**src/rtl/copro15_regfile.sv**
```systemverilog
// CP15 register file for the Amber core: cache control, region masks, fault capture and a handshaked flush FSM.
// Define AMBER_COPRO15_FAULT_FIFO_EN to queue faults in a FAULT_DEPTH-entry FIFO instead of a single last-wins record.
module copro15_regfile #(
  parameter int          NUM_REGIONS = 32,
  parameter int          FAULT_DEPTH = 4,
  parameter logic [31:0] ID_VALUE    = 32'h4156_0301
) (
  input  logic                   i_clk,
  input  logic                   i_rst_n,
  input  logic                   i_fetch_stall,
  input  logic [3:0]             i_copro_crn,
  input  logic [1:0]             i_copro_operation,
  input  logic [31:0]            i_copro_write_data,
  input  logic                   i_fault,
  input  logic [7:0]             i_fault_status,
  input  logic [31:0]            i_fault_address,
  input  logic                   i_cache_flush_done,
  output logic [31:0]            o_copro_read_data,
  output logic                   o_cache_enable,
  output logic                   o_cache_flush,
  output logic                   o_flush_busy,
  output logic [NUM_REGIONS-1:0] o_cacheable_area,
  output logic [NUM_REGIONS-1:0] o_updateable_area,
  output logic [NUM_REGIONS-1:0] o_disruptive_area
);

  localparam logic [1:0] OP_MCR = 2'd2;

  typedef enum logic {
    FLUSH_IDLE,
    FLUSH_REQ
  } flush_state_e;

  generate
    if (NUM_REGIONS < 1 || NUM_REGIONS > 32) begin : g_bad_regions
      $error("NUM_REGIONS must be in 1..32");
    end
    if (FAULT_DEPTH < 2 || (FAULT_DEPTH & (FAULT_DEPTH - 1)) != 0) begin : g_bad_depth
      $error("FAULT_DEPTH must be a power of two and at least 2");
    end
  endgenerate

  logic                   mcr_active;
  logic                   fault_push;
  logic                   fault_pop_req;
  logic                   overflow_clr;
  logic [2:0]             cache_control_q;
  logic [NUM_REGIONS-1:0] cacheable_q;
  logic [NUM_REGIONS-1:0] updateable_q;
  logic [NUM_REGIONS-1:0] disruptive_q;
  logic [31:0]            read_data_q;
  logic [31:0]            read_data_d;
  logic [7:0]             head_status;
  logic [31:0]            head_address;
  logic [7:0]             fault_count;
  logic                   fault_overflow;
  flush_state_e           flush_state_q;
  flush_state_e           flush_state_d;

  assign mcr_active    = !i_fetch_stall && (i_copro_operation == OP_MCR);
  assign fault_push    = !i_fetch_stall && i_fault;
  assign fault_pop_req = mcr_active && (i_copro_crn == 4'd8) && i_copro_write_data[0];
  assign overflow_clr  = mcr_active && (i_copro_crn == 4'd8) && i_copro_write_data[1];

  // NOTE: sequential state uses non-blocking assignments only, so every flop samples pre-edge values.
  always_ff @(posedge i_clk) begin
    if (!i_rst_n) begin
      cache_control_q <= '0;
      cacheable_q     <= '0;
      updateable_q    <= '0;
      disruptive_q    <= '0;
      read_data_q     <= '0;
    end else if (!i_fetch_stall) begin
      read_data_q <= read_data_d;
      if (mcr_active) begin
        case (i_copro_crn)
          4'd2:    cache_control_q <= i_copro_write_data[2:0];
          4'd3:    cacheable_q     <= i_copro_write_data[NUM_REGIONS-1:0];
          4'd4:    updateable_q    <= i_copro_write_data[NUM_REGIONS-1:0];
          4'd5:    disruptive_q    <= i_copro_write_data[NUM_REGIONS-1:0];
          default: ;
        endcase
      end
    end
  end

`ifdef AMBER_COPRO15_FAULT_FIFO_EN
  localparam int PTR_W = $clog2(FAULT_DEPTH);

  logic [7:0]       fifo_status_q [FAULT_DEPTH];
  logic [31:0]      fifo_address_q[FAULT_DEPTH];
  logic [PTR_W-1:0] wr_ptr_q;
  logic [PTR_W-1:0] rd_ptr_q;
  logic [PTR_W:0]   count_q;
  logic             overflow_q;
  logic             fifo_full;
  logic             fifo_empty;
  logic             fifo_pop;
  logic             fifo_push;
  logic             fifo_drop;

  assign fifo_full  = (count_q == (PTR_W + 1)'(FAULT_DEPTH));
  assign fifo_empty = (count_q == '0);
  assign fifo_pop   = fault_pop_req && !fifo_empty;
  // A pop in the same cycle frees the slot, so a push into a full FIFO is accepted.
  assign fifo_push  = fault_push && (!fifo_full || fifo_pop);
  assign fifo_drop  = fault_push && fifo_full && !fifo_pop;

  // NOTE: the storage array has no reset; entries are only visible once the count covers them.
  always_ff @(posedge i_clk) begin
    if (fifo_push) begin
      fifo_status_q[wr_ptr_q]  <= i_fault_status;
      fifo_address_q[wr_ptr_q] <= i_fault_address;
    end
  end

  always_ff @(posedge i_clk) begin
    if (!i_rst_n) begin
      wr_ptr_q   <= '0;
      rd_ptr_q   <= '0;
      count_q    <= '0;
      overflow_q <= 1'b0;
    end else begin
      if (fifo_push) wr_ptr_q <= wr_ptr_q + 1'b1;
      if (fifo_pop)  rd_ptr_q <= rd_ptr_q + 1'b1;
      case ({fifo_push, fifo_pop})
        2'b10:   count_q <= count_q + 1'b1;
        2'b01:   count_q <= count_q - 1'b1;
        default: ;
      endcase
      if (fifo_drop)         overflow_q <= 1'b1;
      else if (overflow_clr) overflow_q <= 1'b0;
    end
  end

  assign head_status    = fifo_empty ? 8'd0  : fifo_status_q[rd_ptr_q];
  assign head_address   = fifo_empty ? 32'd0 : fifo_address_q[rd_ptr_q];
  assign fault_count    = 8'(count_q);
  assign fault_overflow = overflow_q;
`else
  logic [7:0]  fault_status_q;
  logic [31:0] fault_address_q;
  logic        fault_valid_q;

  always_ff @(posedge i_clk) begin
    if (!i_rst_n) begin
      fault_status_q  <= '0;
      fault_address_q <= '0;
      fault_valid_q   <= 1'b0;
    end else if (fault_push) begin
      fault_status_q  <= i_fault_status;
      fault_address_q <= i_fault_address;
      fault_valid_q   <= 1'b1;
    end else if (fault_pop_req) begin
      fault_valid_q   <= 1'b0;
    end
  end

  assign head_status    = fault_status_q;
  assign head_address   = fault_address_q;
  assign fault_count    = {7'd0, fault_valid_q};
  assign fault_overflow = 1'b0;
  // Overflow clear has nothing to act on in the single-record build.
  logic unused_overflow_clr;
  assign unused_overflow_clr = overflow_clr;
`endif

  // NOTE: every always_comb output gets a default first, so no path can infer a latch.
  always_comb begin
    read_data_d = '0;
    case (i_copro_crn)
      4'd0:    read_data_d = ID_VALUE;
      4'd2:    read_data_d[2:0] = cache_control_q;
      4'd3:    read_data_d[NUM_REGIONS-1:0] = cacheable_q;
      4'd4:    read_data_d[NUM_REGIONS-1:0] = updateable_q;
      4'd5:    read_data_d[NUM_REGIONS-1:0] = disruptive_q;
      4'd6:    read_data_d[7:0] = head_status;
      4'd7:    read_data_d = head_address;
      4'd8:    read_data_d = {fault_overflow, 23'd0, fault_count};
      default: read_data_d = '0;
    endcase
  end

  // The flush handshake ignores the fetch stall so the cache is never left waiting.
  always_ff @(posedge i_clk) begin
    if (!i_rst_n) flush_state_q <= FLUSH_IDLE;
    else          flush_state_q <= flush_state_d;
  end

  always_comb begin
    flush_state_d = flush_state_q;
    case (flush_state_q)
      FLUSH_IDLE: if (mcr_active && (i_copro_crn == 4'd1)) flush_state_d = FLUSH_REQ;
      FLUSH_REQ:  if (i_cache_flush_done)                  flush_state_d = FLUSH_IDLE;
      default:    flush_state_d = FLUSH_IDLE;
    endcase
  end

  assign o_copro_read_data = read_data_q;
  assign o_cache_enable    = cache_control_q[0];
  assign o_cache_flush     = (flush_state_q == FLUSH_REQ);
  assign o_flush_busy      = (flush_state_q == FLUSH_REQ);
  assign o_cacheable_area  = cacheable_q;
  assign o_updateable_area = updateable_q;
  assign o_disruptive_area = disruptive_q;

endmodule

```
**config.mk**
```make
export PLATFORM = sky130hd
export DESIGN_NAME = copro15_regfile
export DESIGN_NICKNAME = d
export VERILOG_FILES = /design/src/rtl/copro15_regfile.sv
export SDC_FILE = /design/constraint.sdc
export NUM_CORES = 1
export LEC_CHECK = 0
export BUFFER_PORTS_ARGS = -buffer_cell sky130_fd_sc_hd__buf_4
export CAP_MARGIN = 20
export CORE_ASPECT_RATIO = 1.75
export CORE_MARGIN = 1
export CORE_UTILIZATION = 30
export CTS_CLUSTER_DIAMETER = 120
export DETAILED_ROUTE_END_ITERATION = 16
export GPL_TIMING_DRIVEN = 0
export HOLD_SLACK_MARGIN = 0.05
export PLACE_DENSITY = 0.56
export SETUP_SLACK_MARGIN = 0.5
export SKIP_LAST_GASP = 1
export SYNTH_ARGS = -nofsm -noshare
export SYNTH_HDL_FRONTEND = slang
export SYNTH_SLANG_ARGS = --single-unit
```
**constraint.sdc**
```tcl
create_clock -name i_clk -period 2.7 [get_ports i_clk]
set_clock_uncertainty 0.15 [all_clocks]
set_input_delay 0.135 -clock i_clk [delete_from_list [all_inputs] [get_ports i_clk]]
set_output_delay 0.135 -clock i_clk [all_outputs]
set_load 0.005 [all_outputs]
```
==> flow_metrics.tcl <==
set metrics [dict create \
    cp_max_fo 10 \
    synth_fp_nets 928 \
    avgSynthCellArea_um2 8.347 \
    crit_type "input pin to register" \
    combPwrFrac 0.087 \
    mostFrequentLayoutCells "nand2_1, buf_4, dfxtp_1" \
    clk_latency_ns 0.44 \
    synth-edff-count 0 \
    cp-start-kind "input pin" \
    wirelength_um 29370 \
    power_frac_seq 0.462 \
    die_area_um2 24150 \
    core_area_um2 22930 \
    hold_class "input pin to register" \
    setup_viol 0 \
    rsz0062_at_grt "no" \
    cts.htree.levels 4 \
    areaGrowthSynthToFinish_pct 47.35 \
    dr.pass1.iters 6 \
    p_sw_mw 1.384 \
    critical-path-top-delay-family "buffers and inverters" \
    wl_per_cell_um 20.02 \
    first_iter_violations 461 \
    clockBufferDepth 2 \
    synth_cell_types 46 \
    slew_viol_final 0 \
    hpwl_um 20850 \
    cts_tree "yes" \
    fin_hold_ws_ns 0.09140 \
    tns_ns 0 \
    crit_required_ns 2.85 \
    synth.cell_area_um2 7053 \
    slew_headroom 0.2549 \
    regToRegSetupSlack_ns 1.13 \
    num_antenna_cells 0 \
    vias_per_cell 4.956 \
    finalCritPeriodShare 0.7436 \
    timing.final.ws_setup_ns 0.6923 \
    internal_power_mw 4.287 \
    max-vdd-ir-drop_v 0.0004143 \
    yosysWarningCount 0 \
    root_buffer "clkbuf_16" \
    yosysTopAreaCell "dfxtp_1" \
    slowest_delay_ns 0.54 \
    finalCriticalPeriod_ns 2.008 \
    ys_ff_latch 173 \
    die_h_um 204.8 \
    dieWidth_um 117.9 \
    start_util 0.3076 \
    path_cells "dlygate4sd3_1 -> buf_4 -> nor3b_2 -> nand2_1 -> clkbuf_1 -> nand2_1 -> a21oi_1" \
    yosysSeqAreaShare 0.4910 \
    ioPinCount 214 \
    num_vias 7271 \
    hold_viol_final 0 \
    cp.arrival_ns 2.16 \
    outcome "complete, no violations" \
    switching_share 0.2440 \
    postCtsSetupBuffers 0 \
    port_buffers 212 \
    numClockSinks 173 \
    worstSetupEndpointType "register" \
    drv_cap 0 \
    leakagePower_nw 4.230 \
    pwr-share-clk 0.451 \
    nNetsFinal 1237 \
    post_cts_resized 0 \
    tightest_slew_ns 1.113 \
    cpMostUsedCell "nand2_1" \
    path_clk_slew_ns 0.07 \
    synth-async-reset-ratio 0 \
    grt_overflow 0 \
    grt_max_degree 17 \
    p_per_area_nw_per_um2 545.6 \
    antenna_found_initial 0 \
    fmax_ghz 0.4981 \
    grt_pass1_wl_um 43400 \
    netlist_instances 845 \
    final_common_cell "nand2_1" \
    pre_cts_slack_ns 0.4171 \
    yosysTopAreaCellShare 0.4910 \
    final_layout_size_suffix_gt1_frac 0.2519 \
    grt_pass1_vias 7219 \
    cts_inserted_buffers 17 \
    ant_nets 0 \
    rows 73 \
    synth-main-ff-cell "dfxtp_1" \
    total_power_mw 5.671 \
    synth.area.top_cells "dfxtp_1, nand2_1, a21oi_1, a21boi_0, a22oi_1" \
    crit_buf_inv 3 \
    track_usage 0.2442 \
    cpMaxStageDelayCell "dlygate4sd3_1" \
    gp_congestion 0.8125 \
    drcViolationCount 0 \
]
-- registers in the layout, summed over array words and instances (netlist names) --
register           count
cache_control_q        3
fault_address_q       32
fault_status_q         8
fault_valid_q          1
o_cache_flush          1
o_cacheable_area      32
o_copro_read_data     32
o_disruptive_area     32
o_updateable_area     32
-- power groups by stage --
stage / combinational (mW) / sequential [mW] / clock [mW]
2_1_floorplan: 0.166 / 2.67 / 0
3_3_place_gp: 0.402 / 2.68 / 0
3_5_place_dp: 0.403 / 2.68 / 0
4_1_cts: 0.492 / 2.62 / 2.58
5_1_grt: 0.529 / 2.62 / 2.68
6_report: 0.495 / 2.62 / 2.56
-- worst paths after layout --
path                                                       start                                to  cells past startpoint
worst min-delay path                              i_copro_crn[1]        fault_valid_q$_SDFFE_PN0P_                      5
worst max-delay path                        i_copro_operation[0]  o_cacheable_area[2]$_SDFFE_PN0P_                      7
worst max register to register          o_cache_flush$_SDFF_PN0_          o_cache_flush$_SDFF_PN0_                      3
worst min register to register  fault_address_q[12]$_SDFFE_PN0P_  fault_address_q[12]$_SDFFE_PN0P_                      2
-- stage by stage --
stage          instance area, um2  std cells    util
4_1_cts                     10390       1467  0.4533
6_report                    10390       1467  0.4533
3_3_place_gp                 9020       1357  0.3934
5_1_grt                     10390       1467  0.4533
2_1_floorplan                7053        845       -
3_5_place_dp                 9025       1358  0.3937
-- routing by layer --
metal,share of wire,vias to the layer above,global-route usage
met3,0.049,63,0.03898
met2,0.53,283,0.4515
met4,0.042,0,0.1264
met5,0,-,0
met1,0.38,3421,0.2659
li1,-,3504,-
-- cell families after synthesis --
group	synth area share
compound gates	0.2320
buf+inv	0.04666
flops	0.4910
mux	0.03246
simple gates	0.1978
-- cells in the mapped netlist (2+ instances only) --
cell type  number
and2_1          4
buf_2          22
mux2_2         15
nand4b_1        2
o21a_1          2
nor3b_1         2
a22oi_1        44
nor4_1          3
dfxtp_1       173
nand2_1       300
a222oi_1        8
nor3b_2         2
a22o_1         21
clkbuf_1       39
a21boi_1       23
nand2b_1        2
a21oi_1        78
o21ai_0         9
or3b_1          2
inv_1           2
nor2_1          6
buf_1           3
buf_4           6
nor2b_1         3
a21boi_0       48
mux2i_1         6
-- tightest hold or removal path, delay by kind of cell --
kind                   cells  cell delay (ns)
AND/OR/NAND/NOR            2             0.18
AO/OA/AOI/OAI              2             0.22
buffers and inverters      1             0.11
-- cell type report --
class,instances,area (um2)
Fill cell,2322,12530
Sequential cell,173,3463
Multi-Input combinational cell,598,3261
Timing Repair Buffer,290,2367
Clock buffer,18,429.2
Tap cell,300,375.4
Buffer,71,317.8
Clock inverter,14,167.7
Inverter,3,11.26
-- repair_timing --
item                       in CTS  in global routing
hold endpoints to repair      141                  0
setup endpoints to repair       0                  0
hold buffers                   77                  0
Note: power is estimated with default switching activity, not from simulation.
